File: src/rtl/aes_pkg.sv
// Shared AES definitions: key-schedule state encoding, round constants,
// word helpers and the S-box table also used by the round datapath.
package aes_pkg;

   typedef enum logic [1:0] {
      IDLE = 2'd0,
      SUB  = 2'd1,
      MIX  = 2'd2
   } ks_state_t;

   localparam int         AES_NUM_ROUNDS = 10;
   localparam logic [7:0] RCON_INIT      = 8'h01;
   localparam logic [7:0] RCON_POLY      = 8'h1B;

   // Multiply by x in GF(2^8); also steps rcon to its next value.
   function automatic logic [7:0] xtime(input logic [7:0] b);
      return {b[6:0], 1'b0} ^ (b[7] ? RCON_POLY : 8'h00);
   endfunction

   function automatic logic [31:0] rot_word(input logic [31:0] w);
      return {w[23:0], w[31:24]};
   endfunction

   localparam logic [7:0] SBOX [0:255] = '{
      8'h63, 8'h7c, 8'h77, 8'h7b, 8'hf2, 8'h6b, 8'h6f, 8'hc5, 8'h30, 8'h01, 8'h67, 8'h2b, 8'hfe, 8'hd7, 8'hab, 8'h76,
      8'hca, 8'h82, 8'hc9, 8'h7d, 8'hfa, 8'h59, 8'h47, 8'hf0, 8'had, 8'hd4, 8'ha2, 8'haf, 8'h9c, 8'ha4, 8'h72, 8'hc0,
      8'hb7, 8'hfd, 8'h93, 8'h26, 8'h36, 8'h3f, 8'hf7, 8'hcc, 8'h34, 8'ha5, 8'he5, 8'hf1, 8'h71, 8'hd8, 8'h31, 8'h15,
      8'h04, 8'hc7, 8'h23, 8'hc3, 8'h18, 8'h96, 8'h05, 8'h9a, 8'h07, 8'h12, 8'h80, 8'he2, 8'heb, 8'h27, 8'hb2, 8'h75,
      8'h09, 8'h83, 8'h2c, 8'h1a, 8'h1b, 8'h6e, 8'h5a, 8'ha0, 8'h52, 8'h3b, 8'hd6, 8'hb3, 8'h29, 8'he3, 8'h2f, 8'h84,
      8'h53, 8'hd1, 8'h00, 8'hed, 8'h20, 8'hfc, 8'hb1, 8'h5b, 8'h6a, 8'hcb, 8'hbe, 8'h39, 8'h4a, 8'h4c, 8'h58, 8'hcf,
      8'hd0, 8'hef, 8'haa, 8'hfb, 8'h43, 8'h4d, 8'h33, 8'h85, 8'h45, 8'hf9, 8'h02, 8'h7f, 8'h50, 8'h3c, 8'h9f, 8'ha8,
      8'h51, 8'ha3, 8'h40, 8'h8f, 8'h92, 8'h9d, 8'h38, 8'hf5, 8'hbc, 8'hb6, 8'hda, 8'h21, 8'h10, 8'hff, 8'hf3, 8'hd2,
      8'hcd, 8'h0c, 8'h13, 8'hec, 8'h5f, 8'h97, 8'h44, 8'h17, 8'hc4, 8'ha7, 8'h7e, 8'h3d, 8'h64, 8'h5d, 8'h19, 8'h73,
      8'h60, 8'h81, 8'h4f, 8'hdc, 8'h22, 8'h2a, 8'h90, 8'h88, 8'h46, 8'hee, 8'hb8, 8'h14, 8'hde, 8'h5e, 8'h0b, 8'hdb,
      8'he0, 8'h32, 8'h3a, 8'h0a, 8'h49, 8'h06, 8'h24, 8'h5c, 8'hc2, 8'hd3, 8'hac, 8'h62, 8'h91, 8'h95, 8'he4, 8'h79,
      8'he7, 8'hc8, 8'h37, 8'h6d, 8'h8d, 8'hd5, 8'h4e, 8'ha9, 8'h6c, 8'h56, 8'hf4, 8'hea, 8'h65, 8'h7a, 8'hae, 8'h08,
      8'hba, 8'h78, 8'h25, 8'h2e, 8'h1c, 8'ha6, 8'hb4, 8'hc6, 8'he8, 8'hdd, 8'h74, 8'h1f, 8'h4b, 8'hbd, 8'h8b, 8'h8a,
      8'h70, 8'h3e, 8'hb5, 8'h66, 8'h48, 8'h03, 8'hf6, 8'h0e, 8'h61, 8'h35, 8'h57, 8'hb9, 8'h86, 8'hc1, 8'h1d, 8'h9e,
      8'he1, 8'hf8, 8'h98, 8'h11, 8'h69, 8'hd9, 8'h8e, 8'h94, 8'h9b, 8'h1e, 8'h87, 8'he9, 8'hce, 8'h55, 8'h28, 8'hdf,
      8'h8c, 8'ha1, 8'h89, 8'h0d, 8'hbf, 8'he6, 8'h42, 8'h68, 8'h41, 8'h99, 8'h2d, 8'h0f, 8'hb0, 8'h54, 8'hbb, 8'h16
   };

endpackage

File: src/rtl/aes_sbox.sv
// Combinational 8-bit AES S-box lookup.
module aes_sbox
   import aes_pkg::*;
(
   input  logic [7:0] in_i,
   output logic [7:0] out_o
);

   assign out_o = SBOX[in_i];

endmodule

File: src/rtl/aes_key_expander.sv
// On-the-fly AES-128 round-key generator. Byte-serial SubWord by default;
// define AES_KS_PARALLEL_SBOX_EN for four S-boxes and single-cycle advance.
module aes_key_expander
   import aes_pkg::*;
#(
   parameter int NUM_ROUNDS = AES_NUM_ROUNDS
) (
   input  logic         clk,
   input  logic         rst,
   input  logic         key_load,
   input  logic [127:0] key_in,
   input  logic         ks_advance,
   output logic [127:0] round_key,
   output logic [3:0]   round_num,
   output logic         ks_busy,
   output logic         ks_done,
   output logic         ks_last,
   output logic         ks_err
);

   ks_state_t    state_q, state_d;
   logic [127:0] key_q, key_d;
   logic [3:0]   num_q, num_d;
   logic [7:0]   rcon_q, rcon_d;
   logic [31:0]  w_q, w_d;
   logic [1:0]   cnt_q, cnt_d;
   logic         done_q, done_d;
   logic         err_q, err_d;

   logic [4:0]   sel_lsb_s;
   logic [7:0]   sub_byte_s;
   logic [31:0]  sub_word_s;
   logic [31:0]  nk0_s, nk1_s, nk2_s, nk3_s;

   // Byte i of w sits at bits [8*(3-i) +: 8], so the MSB byte is handled first.
   assign sel_lsb_s = {~cnt_q, 3'b000};

`ifdef AES_KS_PARALLEL_SBOX_EN
   for (genvar g = 0; g < 4; g++) begin : g_sbox
      aes_sbox u_sbox (
         .in_i  (w_q[8*g +: 8]),
         .out_o (sub_word_s[8*g +: 8])
      );
   end
   assign sub_byte_s = sub_word_s[sel_lsb_s +: 8];
`else
   aes_sbox u_sbox (
      .in_i  (w_q[sel_lsb_s +: 8]),
      .out_o (sub_byte_s)
   );
   // w has been substituted in place during SUB.
   assign sub_word_s = w_q;
`endif

   assign nk0_s = key_q[127:96] ^ sub_word_s ^ {rcon_q, 24'h000000};
   assign nk1_s = key_q[95:64] ^ nk0_s;
   assign nk2_s = key_q[63:32] ^ nk1_s;
   assign nk3_s = key_q[31:0] ^ nk2_s;

   // Next-state and datapath selection; a load overrides everything.
   always_comb begin
      state_d = state_q;
      key_d   = key_q;
      num_d   = num_q;
      rcon_d  = rcon_q;
      w_d     = w_q;
      cnt_d   = cnt_q;
      done_d  = 1'b0;
      err_d   = 1'b0;
      if (key_load) begin
         key_d   = key_in;
         num_d   = 4'd0;
         rcon_d  = RCON_INIT;
         cnt_d   = 2'd0;
         state_d = IDLE;
      end else begin
         case (state_q)
            IDLE: begin
               if (ks_advance) begin
                  if (num_q == 4'(NUM_ROUNDS)) begin
                     err_d = 1'b1;
                  end else begin
                     w_d   = rot_word(key_q[31:0]);
                     cnt_d = 2'd0;
`ifdef AES_KS_PARALLEL_SBOX_EN
                     state_d = MIX;
`else
                     state_d = SUB;
`endif
                  end
               end else begin
                  state_d = IDLE;
               end
            end
            SUB: begin
               err_d                 = ks_advance;
               w_d[sel_lsb_s +: 8]   = sub_byte_s;
               cnt_d                 = cnt_q + 2'd1;
               if (cnt_q == 2'd3) begin
                  state_d = MIX;
               end else begin
                  state_d = SUB;
               end
            end
            MIX: begin
               err_d   = ks_advance;
               key_d   = {nk0_s, nk1_s, nk2_s, nk3_s};
               num_d   = num_q + 4'd1;
               rcon_d  = xtime(rcon_q);
               done_d  = 1'b1;
               state_d = IDLE;
            end
            default: begin
               state_d = IDLE;
            end
         endcase
      end
   end

   // State and output registers.
   always_ff @(posedge clk or posedge rst) begin
      if (rst) begin
         state_q <= IDLE;
         key_q   <= 128'd0;
         num_q   <= 4'd0;
         rcon_q  <= RCON_INIT;
         w_q     <= 32'd0;
         cnt_q   <= 2'd0;
         done_q  <= 1'b0;
         err_q   <= 1'b0;
      end else begin
         state_q <= state_d;
         key_q   <= key_d;
         num_q   <= num_d;
         rcon_q  <= rcon_d;
         w_q     <= w_d;
         cnt_q   <= cnt_d;
         done_q  <= done_d;
         err_q   <= err_d;
      end
   end

   assign round_key = key_q;
   assign round_num = num_q;
   assign ks_busy   = (state_q != IDLE);
   assign ks_done   = done_q;
   assign ks_err    = err_q;
   assign ks_last   = (num_q == 4'(NUM_ROUNDS));

endmodule

File: config.mk
export PLATFORM = sky130hd
export DESIGN_NAME = aes_key_expander
export DESIGN_NICKNAME = d
export VERILOG_FILES = /design/src/rtl/aes_pkg.sv /design/src/rtl/aes_sbox.sv /design/src/rtl/aes_key_expander.sv
export SDC_FILE = /design/constraint.sdc
export NUM_CORES = 1
export LEC_CHECK = 0
export BUFFER_PORTS_ARGS = -buffer_cell sky130_fd_sc_hd__buf_2
export CAP_MARGIN = 0
export CELL_PAD_IN_SITES_DETAIL_PLACEMENT = 0
export CELL_PAD_IN_SITES_GLOBAL_PLACEMENT = 1
export CORE_ASPECT_RATIO = 0.7
export CORE_MARGIN = 2
export CORE_UTILIZATION = 35
export CTS_BUF_LIST = sky130_fd_sc_hd__clkbuf_8 sky130_fd_sc_hd__clkbuf_16
export CTS_CLUSTER_SIZE = 8
export DETAILED_ROUTE_END_ITERATION = 6
export PLACE_DENSITY_LB_ADDON = 0.15
export SYNTH_ARGS = -nofsm -noshare
export SYNTH_HDL_FRONTEND = slang
export SYNTH_SLANG_ARGS = --single-unit
File: constraint.sdc
create_clock -name clk -period 6.38 [get_ports clk]
set_clock_uncertainty 0.15 [all_clocks]
set_input_delay 1.276 -clock clk [delete_from_list [all_inputs] [get_ports clk]]
set_output_delay 1.276 -clock clk [all_outputs]
set_load 0.05 [all_outputs]
After elaboration in Yosys (flattened, before gate mapping)
Memories as Yosys holds them, arrays and structs flattened. Index checks and enable logic that the tools add are counted.

Add/sub/neg operators: 3. Order comparisons: 1. Equal/unequal tests: 9. Shift-type cells: 3. Mux-type cells: 28. Bitwise logic cells: 9. Reduce and logical (&&, ||, !) cells: 8.

Operator list (count): 2-to-1 mux 128 bit (2); bitwise XOR 32 bit (5); 2-to-1 mux 32 bit (2); case mux 32 bit (2 select lines) (1); bitwise mux 32 bit (1); 2-to-1 mux 8 bit (4); variable shift 8 x 7 -> 32 bit, first input constant (1); indexed part select 32 x 6 -> 8 bit (1); indexed part select 8 x 7 -> 32 bit (1); 2-to-1 mux 2 bit (7); >= comparator 9 bit, second input constant (1); inverter 8 -> 9 bit (1); 2-to-1 mux 4 bit (2); case mux 2 bit (2 select lines) (2); bitwise XOR 8 x 5 -> 8 bit (1); negator 5 -> 7 bit (1); inequality test 3 bit, second input constant (2); nonzero test 2 bit (3); 2-to-1 mux 1 bit (5); 2-to-1 mux 5 bit (1); adder 4 x 1 -> 4 bit, second input constant (1); == test 2 bit, second input constant (2); == test 4 bit, second input constant (1); inequality test 2 bit, second input constant (2); other kinds (11) (11).

Flip-flop bits (word level): 178. Memory bits (read-only): 2048. Output and inout port bits: 136. Word-level logic and storage cells: 70. Memories kept: 1.

Memory list: (no name shown) (depth 256, bits a word 8, rd ports 1, clocked after Yosys merged registers in 0, write ports 0, RTL line aes_sbox.sv:9) `assign out_o = SBOX[in_i];`.

Logic depth before layout (Yosys ltp)
Gate-level depths: netlist (run 1).

Depth in word-level cells: 9. Depth in mapped cells: 15. Depth with buffers taken out: 10.

By module
Synthesis (run 1) repeated with hierarchy kept, for this count alone.

Cells, all modules: 1575. Area, all modules: 13903.3 um2.

Modules (own cells, without submodules): aes_key_expander (instances 1, cells each 1038, area an instance 10550.1 um2); aes_sbox (instances 1, cells each 537, area an instance 3353.2 um2).

Least setup slack after synthesis (run 1)
OpenSTA, ideal clock, no wires.

Path type: flip-flop to flip-flop. Start point: register cnt_q[0]. End point: register w_q[22], in the netlist sub_word_s[22]. Setup time: 0.097 ns. Data arrival time: 3.198 ns. Slack: 2.936 ns. Stages on the path, launching flop included: 14. Path buffers: 4. Clock period less this slack: 3.444 ns. Cell sequence: dfrtp_1 > buf_6 > mux4_2 > buf_6 > buf_2 > inv_1 > ha_1 > clkbuf_1 > or2_2 > and3_1 > o31a_1 > a32oi_1 > a311oi_1 > o31ai_1.

Word-level cells in the longest chain between the ends: 9.

RTL lines: from (decl) (RTL line aes_key_expander.sv:26) `logic [1:0] cnt_q, cnt_d;`; from (signal assigned) (RTL line aes_key_expander.sv:137) `cnt_q <= cnt_d;`; inverter 2 bit * (RTL line aes_key_expander.sv:36) `assign sel_lsb_s = {~cnt_q, 3'b000};`; indexed part select 32 x 6 -> 8 bit (RTL line aes_key_expander.sv:48) `.in_i (w_q[sel_lsb_s +: 8]),`; inverter 8 -> 9 bit (implied by the code) (RTL line aes_sbox.sv:9); memory read (256 x 8 bit); 2-to-1 mux 8 bit (implied by the code) (2 in series) (RTL line aes_sbox.sv:9); indexed part select 8 x 7 -> 32 bit (RTL line aes_key_expander.sv:97) `w_d[sel_lsb_s +: 8] = sub_byte_s;`; bitwise mux 32 bit * (RTL line aes_key_expander.sv:97); case mux 32 bit (2 select lines) * (RTL line aes_key_expander.sv:77) `case (state_q)`; to (signal assigned) (RTL line aes_key_expander.sv:136) `w_q <= w_d;`; to (decl) (RTL line aes_key_expander.sv:25) `logic [31:0] w_q, w_d;`.

Every way passes the cells marked *; elsewhere a longest branch is shown, timed or not. The select of a mux whose other input is x is not followed. A chain may end at the register's enable or synchronous reset.

Final worst setup path (run 1)
Start point: register cnt_q[0]. End point: register w_q[23], in the netlist sub_word_s[23].

The elaborated chain is that of the path after synthesis.

==> results by group, run 1 <==
Power
  • PD cells: 387 mW/mm2
  • Clk network pwr share: 18.4%
  • Pint: 0.00287 W
  • Worst vdd ir: 0.230 mV
  • Switch share: 51.7%
  • Leakage: 6.31 nW
  • Total net switching power: 0.00307 W
  • Design Power: 0.00595 W
  • Comb power frac: 56.3%
  • Flop pwr share: 25.3%

Synth
  • Synth top area share: 33.7%
  • Largest area contributor in the netlist: dfrtp_1
  • Post-synthesis net count: 1,737
  • Seq/Total Area, Yosys: 33.9%
  • Count leader, synth: nand2_1
  • Top cells by area, synth: dfrtp_1 34%, xor2_1 8.1%, nand2_1 7.5%
  • Post-Syn Area: 0.0132 mm2
  • Synth Warn #: 0
  • Seq cells post-synth: 178
  • Cells after Synth: 1,581
  • Number of enable flip-flop cells after synthesis: 0
  • Post-synth top flop: dfrtp_1
  • Synth top cells by count: 264 x nand2_1, 177 x dfrtp_1, 160 x o21ai_0
  • Syn Area/Cell: 8.32 um2
  • Ys async rst share: 100%
  • Yosys cell types: 81

Route
  • Final WL: 54.5 mm
  • Drt first-iter violations: 1,687
  • Residual DRC: 0
  • DRT antenna net count: 0
  • Vias per inst: 5.71
  • First-pass detailed-route iteration total: 7
  • Via count: 13,000
  • WL/cell: 24.0 um

Global route
  • GR met2 Demand/Resource: 36.7%
  • Total GRT Usage: 27.2%
  • Vias in the first global route: 12,200
  • First-pass GRT wire length: 80.7 mm
  • Grt met3 use: 8.89%
  • Largest net degree at the start of global routing: 211
  • Initial antenna violation count: 4
  • GR peak layer: met1
  • Overflow after GRT: 0
  • GR met1 Demand/Resource: 41.1%

STA
  • Rel. slew slack: 18.1%
  • Final setup fails: 0
  • TNS Setup: 0 ps
  • Worst-Margin Slew: 1230 ps
  • Final period util: 76.3%
  • Final Hold Vio Count: 0
  • Min Tclk post-route: 4870 ps
  • Max Clk Rate: 206 MHz
  • RSZ-0062 raised after global routing: no
  • Max-slew violations: 0

Final layout
  • Fin cells: 2,270
  • Area delta synth->final: 16.8%
  • Post-Route Utilization: 41.4%
  • Layout cell share with drive strength beyond 1: 20.0%
  • Layout Nets: 1,922

Die
  • Initial Util: 35.4%
  • Die height: 166 um
  • IO Pins: 268
  • Row Count: 59
  • Die W: 236 um
  • Core Footprint: 0.0371 mm2
  • Die area: 0.0392 mm2

Critical path
  • Worst flop-to-flop path endpoint: sub_word_s[23]
  • Worst r2r src: cnt_q[0]
  • Crit path DAT: 5070 ps
  • Crit path required time: 6580 ps
  • CP endpoint kind: flip-flop
  • Max FO, Critical Path: 24
  • Setup CP Type: reg2reg
  • Worst R2R Setup Slack: 1510 ps
  • R2R cell count: 10
  • Setup crit start kind: flip-flop

Clock network
  • Clock tree buffer depth: 2
  • TritonCTS Buffers: 17
  • Hold buffers post-CTS: 0
  • Worst-Skew Late Latency: 450 ps
  • CTS tree: built
  • PostCTS Resize Cnt: 0
  • Clock root cell: clkbuf_16
  • Setup bufs post-CTS: 0
  • Clock slew at reported path FFs: 70 ps
  • Clock Sink Count: 178
  • CTS H-tree depth: 4

Status
  • Outcome: finished, final reports clean

Min path
  • Min-Delay Endpoint: round_num[3]
  • WHS Path Cells: 2
  • Hold WC Path Type: reg2reg
  • Min-delay src: round_num[3]

Placement
  • Post-DP HPWL: 39.7 mm
  • IO buf count: 267
  • Placed Instances: 2,235
  • Gpl congestion: 1.01

Flow run
  • Total of max-cap violations: 0
-- power groups by stage --
stage / Sequential (W) / Combinational, W / Clock [W]
2_1_floorplan: 0.00167 / 0.00194 / 0
6_report: 0.00150 / 0.00335 / 0.00109
3_3_place_gp: 0.00151 / 0.00329 / 0
3_5_place_dp: 0.00152 / 0.00320 / 0
5_1_grt: 0.00152 / 0.00348 / 0.00116
4_1_cts: 0.00150 / 0.00321 / 0.00112
-- critical path: stages, from the launching register on --
cell and delay (ps):
dfrtp_1 830, mux4_2 850, inv_1 170, buf_4 180, ha_1 600, nor2_1 190, or3_1 340, a311oi_1 480
o311ai_1 350, a22o_1 400, o22ai_1 210
-- sequential cells by signal, summed over array words and instances, names as in the netlist --
signal,cells
cnt_q,2
ks_done,1
ks_err,1
rcon_q,8
round_key,128
round_num,4
state_q,2
sub_word_s,32
-- kinds of logic (layout without fill, tap and decap cells) --
| group | Yosys count | count (layout) | synth area share, % |
|---|---|---|---|
| AO/OA/AOI/OAI | 455 | 455 | 22.4 |
| XOR/XNOR | 225 | 225 | 15.0 |
| adder cells (fa/ha/maj) | 24 | 24 | 2.28 |
| buffers and inverters | 147 | 345 | 5.13 |
| flip-flops | 178 | 178 | 33.9 |
| multiplexers | 48 | 48 | 4.38 |
| other | 0 | 3 | 0 |
| AND/OR/NAND/NOR | 504 | 504 | 16.9 |
-- final cells by class --
| type | count | area, um2 |
|---|---|---|
| inverters | 22 | 91.3 |
| repair buffers | 291 | 1560 |
| multi-input cells | 1256 | 8040 |
| flip-flops and latches | 178 | 4460 |
| clock buffers | 17 | 425 |
| diodes | 3 | 7.51 |
| well taps | 488 | 611 |
| clock inverters | 15 | 173 |
| fillers | 3846 | 21800 |
-- routing by layer --
metal | up-vias | wire length (um) | share of wire, %
met5 | - | 16 | 0.029
met4 | 2 | 1090 | 2.0
met3 | 100 | 6100 | 11
met2 | 725 | 21600 | 40
met1 | 6207 | 25700 | 47
li1 | 5932 | - | -
-- layout by cell type, fill, tap and decap left out, types with 18 or more instances in the layout --
cell type	count
inv_1	18
a21oi_1	64
mux2i_1	34
nor2b_1	20
buf_2	266
a21boi_0	22
nor2_1	104
nand3_1	23
xor2_1	122
o21ai_0	160
nand2_1	264
o22ai_1	26
xnor2_1	103
ha_1	23
dfrtp_1	177
nand2b_1	26
buf_4	21
a211oi_1	24
-- worst max path at each step --
stage	start	endpoint	slack, ps	cells after the start
final	cnt_q[0]	sub_word_s[23]	1510	10
after global routing	state_q[1]	sub_word_s[24]	1270	8
after CTS	state_q[1]	sub_word_s[24]	1620	8
after detailed placement	state_q[1]	sub_word_s[24]	1660	8
after global placement	cnt_q[0]	sub_word_s[23]	1720	10
after floorplan	rst	cnt_q[0]	130	1
-- metrics by stage --
step	hold slack (ps)	cell area [um2]	setup WS (ps)
floorplan	374	13200	125
global placement	399	14800	1720
detailed placement	408	14800	1660
CTS	425	15400	1620
global route	474	15400	1270
finish	416	15400	1510
No activity file was read; power rests on OpenSTA's default activity.
==> run 2, diff against run 1 <==
--- a/config.mk
+++ b/config.mk
@@ -5,6 +5,7 @@
 export SDC_FILE = /design/constraint.sdc
 export NUM_CORES = 1
 export LEC_CHECK = 0
+export ABC_AREA = 1
 export BUFFER_PORTS_ARGS = -buffer_cell sky130_fd_sc_hd__buf_2
 export CAP_MARGIN = 0
 export CELL_PAD_IN_SITES_DETAIL_PLACEMENT = 0
==> constraint.sdc (replaced) <==
create_clock -name clk -period 4.26 [get_ports clk]
set_clock_uncertainty 0.15 [all_clocks]
set_input_delay 0.852 -clock clk [delete_from_list [all_inputs] [get_ports clk]]
set_output_delay 0.852 -clock clk [all_outputs]
set_load 0.05 [all_outputs]
==> run 2 against run 1 <==
Compared with the run above:
- combinational power rose by 45%
- global-route usage rose by 0.77 points
- critical path depth rose by 8
- power rose by 44%
- register-to-register slack got worse by 1000 ps
- sequential power rose by 45%
- flip-flop and latch count did not move
- synthesized cell count rose by 14%
- fmax rose by 29%
- critical path type unchanged
- largest cell class unchanged
- largest power group unchanged
==> results by group, run 2 <==
Status
  • Outcome: finished, final reports clean

Synth
  • Count leader, synth: nand2_1
  • Cells after Synth: 1,802 (+14%)
  • Synth Warn #: 0 (unchanged)
  • Number of enable flip-flop cells after synthesis: 0 (unchanged)
  • Seq cells post-synth: 178 (unchanged)
  • Syn Area/Cell: 7.10 um2 (-15%)
  • Synth top area share: 34.6% (+0.95 points)
  • Ys async rst share: 100% (unchanged)
  • Seq/Total Area, Yosys: 34.8% (+0.96 points)
  • Post-synthesis net count: 1,958 (+13%)
  • Yosys cell types: 36 (-56%)
  • Top cells by area, synth: dfrtp_1 35%, nand2_1 17%, nand3_1 15%
  • Largest area contributor in the netlist: dfrtp_1
  • Synth top cells by count: 568 x nand2_1, 376 x nand3_1, 177 x dfrtp_1
  • Post-synth top flop: dfrtp_1
  • Post-Syn Area: 0.0128 mm2 (-2.7%)

Critical path
  • Setup CP Type: reg2reg
  • Setup crit start kind: flip-flop
  • Max FO, Critical Path: 25 (+4.2%)
  • Crit-path slowest cell: nand3_1
  • Largest stage delay, worst path: 470 ps (-380 ps)
  • Crit path cell chain: inv_2 -> nand2_1 -> nand3_2 -> nand2_2 -> ha_1 -> inv_1 -> nand3_1 -> nand2_1 -> inv_1 -> nand2_1 -> nand2_1 -> nand2_1 -> nand3_1 -> nand3_1 -> nand3_1 -> nand2_1 -> nand3_1 -> a22oi_1
  • Crit path required time: 4460 ps (-2120 ps)
  • CP endpoint kind: flip-flop
  • Crit path DAT: 3970 ps (-1100 ps)
  • Worst path most repeated cell: nand2_1

Die
  • Die height: 164 um (-1.4%)
  • IO Pins: 268 (unchanged)
  • Die area: 0.0381 mm2 (-2.7%)
  • Initial Util: 35.5% (+0.11 points)
  • Row Count: 58 (-1.7%)
  • Core Footprint: 0.0360 mm2 (-3.1%)
  • Die W: 233 um (-1.4%)

Global route
  • Vias in the first global route: 13,000 (+6.2%)
  • GR peak layer: met1
  • Initial antenna violation count: 0 (-4)
  • Overflow after GRT: 0 (unchanged)
  • Largest net degree at the start of global routing: 77 (-64%)
  • First-pass GRT wire length: 80.6 mm (-0.12%)
  • Total GRT Usage: 27.9% (+0.77 points)
  • GR met2 Demand/Resource: 37.0% (+0.23 points)
  • Grt met3 use: 6.75% (-2.1 points)
  • GR met1 Demand/Resource: 44.3% (+3.2 points)

Final layout
  • Fillers: 3,863 (+0.44%)
  • Commonest non-fill, non-tap cells in the layout: 567 x nand2_1, 376 x nand3_1, 266 x buf_2
  • Ant diodes: 0 (-3)
  • Max FFs per register: 128 (unchanged)
  • Area delta synth->final: 18.6%
  • Layout Nets: 2,187 (+14%)
  • Layout cell share with drive strength beyond 1: 21.1% (+1.1 points)
  • Commonest non-fill, non-tap cell in the layout: nand2_1
  • Design area: 0.0152 mm2 (-1.3%)

STA
  • Min Tclk post-route: 3770 ps (-1090 ps)
  • Rel. slew slack: 19.6% (+1.5 points)
  • TNS Setup: 0 ps (unchanged)
  • Final period util: 88.5% (+12 points)
  • Final setup fails: 0 (unchanged)
  • RSZ-0062 raised after global routing: no
  • Max Clk Rate: 265 MHz (+29%)
  • Worst-Margin Slew: 1200 ps (-30.2 ps)
  • Final Hold Vio Count: 0 (unchanged)
  • Max-slew violations: 0 (unchanged)

Route
  • WL/cell: 21.3 um (-11%)
  • Final WL: 53.8 mm (-1.4%)
  • Via count: 14,100 (+8.8%)
  • Residual DRC: 0 (unchanged)
  • Vias per inst: 5.59 (-2.1%)
  • Drt first-iter violations: 1,896 (+12%)
  • First-pass detailed-route iteration total: 6 (-1)
  • DRT antenna net count: 0 (unchanged)

Flow run
  • Total of max-cap violations: 0 (unchanged)

Clock network
  • Clock Sink Count: 178 (unchanged)
  • Setup bufs post-CTS: 0 (unchanged)
  • CTS H-tree depth: 4 (unchanged)
  • Worst-Skew Late Latency: 450 ps (about the same)
  • Clock root cell: clkbuf_16
  • Clock tree buffer depth: 2 (unchanged)
  • PostCTS Resize Cnt: 0 (unchanged)
  • Hold buffers post-CTS: 0 (unchanged)
  • TritonCTS Buffers: 17 (unchanged)
  • Clock slew at reported path FFs: 70 ps (about the same)
  • CTS tree: built

Power
  • Worst vdd ir: 0.271 mV (+18%)
  • Leakage: 7.54 nW (+19%)
  • PD cells: 566 mW/mm2 (+46%)

Placement
  • Post-DP HPWL: 40.0 mm (+0.85%)
  • IO buf count: 267 (unchanged)
  • Placed Area: 0.0146 mm2 (-0.98%)
  • Gpl congestion: 0.991 (-2.0%)

Min path
  • Hold WC Path Type: in2async
run 2: changes by cell type after synthesis, moves of 28 or more:
cell / delta
nor2_1: -79
o211ai_1: +66
xor2_1: -74
mux2i_1: -34
or2_2: +28
clkbuf_1: -37
nand3_1: +353
nand2_1: +304
nand4_1: +35
inv_1: +83
o21ai_0: -140
xnor2_1: -60
run 2: cell families (layout without fill, tap and decap cells):
| family | count (synthesis) | after routing | share of synthesized area [%] |
|---|---|---|---|
| fa+ha+maj | 24 | 24 | 2.35 |
| simple gates | 1084 | 1084 | 38.4 |
| xor+xnor | 91 | 91 | 6.23 |
| buf+inv | 221 | 463 | 7.90 |
| compound gates | 204 | 204 | 10.3 |
| flops | 178 | 178 | 34.8 |
run 2: final cells by class:
type | instances | area (um2) | area share (%)
Multi-Input combinational cell | 1403 | 7340 | 48.4
Sequential cell | 178 | 4460 | 29.4
Timing Repair Buffer | 318 | 1780 | 11.8
Tap cell | 480 | 601 | 3.96
Inverter | 113 | 428 | 2.82
Clock buffer | 17 | 425 | 2.80
Clock inverter | 15 | 133 | 0.874
run 2: per-stage QoR:
step / setup slack, ps / hold slack, ps / cells / power (W) / util [%]
2_1_floorplan: 978 / 352 / 1802 / 0.00535 / -
3_3_place_gp: 761 / 327 / 2492 / 0.00695 / 40.6
3_5_place_dp: 670 / 339 / 2492 / 0.00687 / 40.6
4_1_cts: 647 / 350 / 2524 / 0.00845 / 42.1
5_1_grt: 177 / 380 / 2524 / 0.00907 / 42.1
6_report: 488 / 357 / 2524 / 0.00859 / 42.1
run 2: critical path, delay by kind of cell, from the launching register on:
kind                     cells  cell delay, ps
flip-flops                   1             390
buffers and inverters        3             590
AND/OR/NAND/NOR             13            1980
AO/OA/AOI/OAI                1             160
adder cells (fa/ha/maj)      1             390
run 2: worst paths after layout:
path,startpoint,to,slack (ps),cells after the start
max,cnt_q[0],sub_word_s[19],490,18
min,rst,round_key[116],360,2
max reg2reg,cnt_q[0],sub_word_s[19],490,18
min reg2reg,round_num[3],round_num[3],360,1
max in group asynchronous,rst,rcon_q[0],2690,3
min in group clk,round_num[3],round_num[3],360,1
run 2: layer usage:
metal / routed length (um) / up-vias
met4: 818 / 2
li1: - / 6511
met1: 26100 / 6753
met2: 21200 / 778
met5: 41 / -
met3: 5590 / 65
run 2: where the power goes:
group | internal [W] | switching [W] | total (W)
registers | 0.00188 | 0.000295 | 0.00218
logic | 0.00142 | 0.00343 | 0.00485
clock network | 0.000810 | 0.000747 | 0.00156
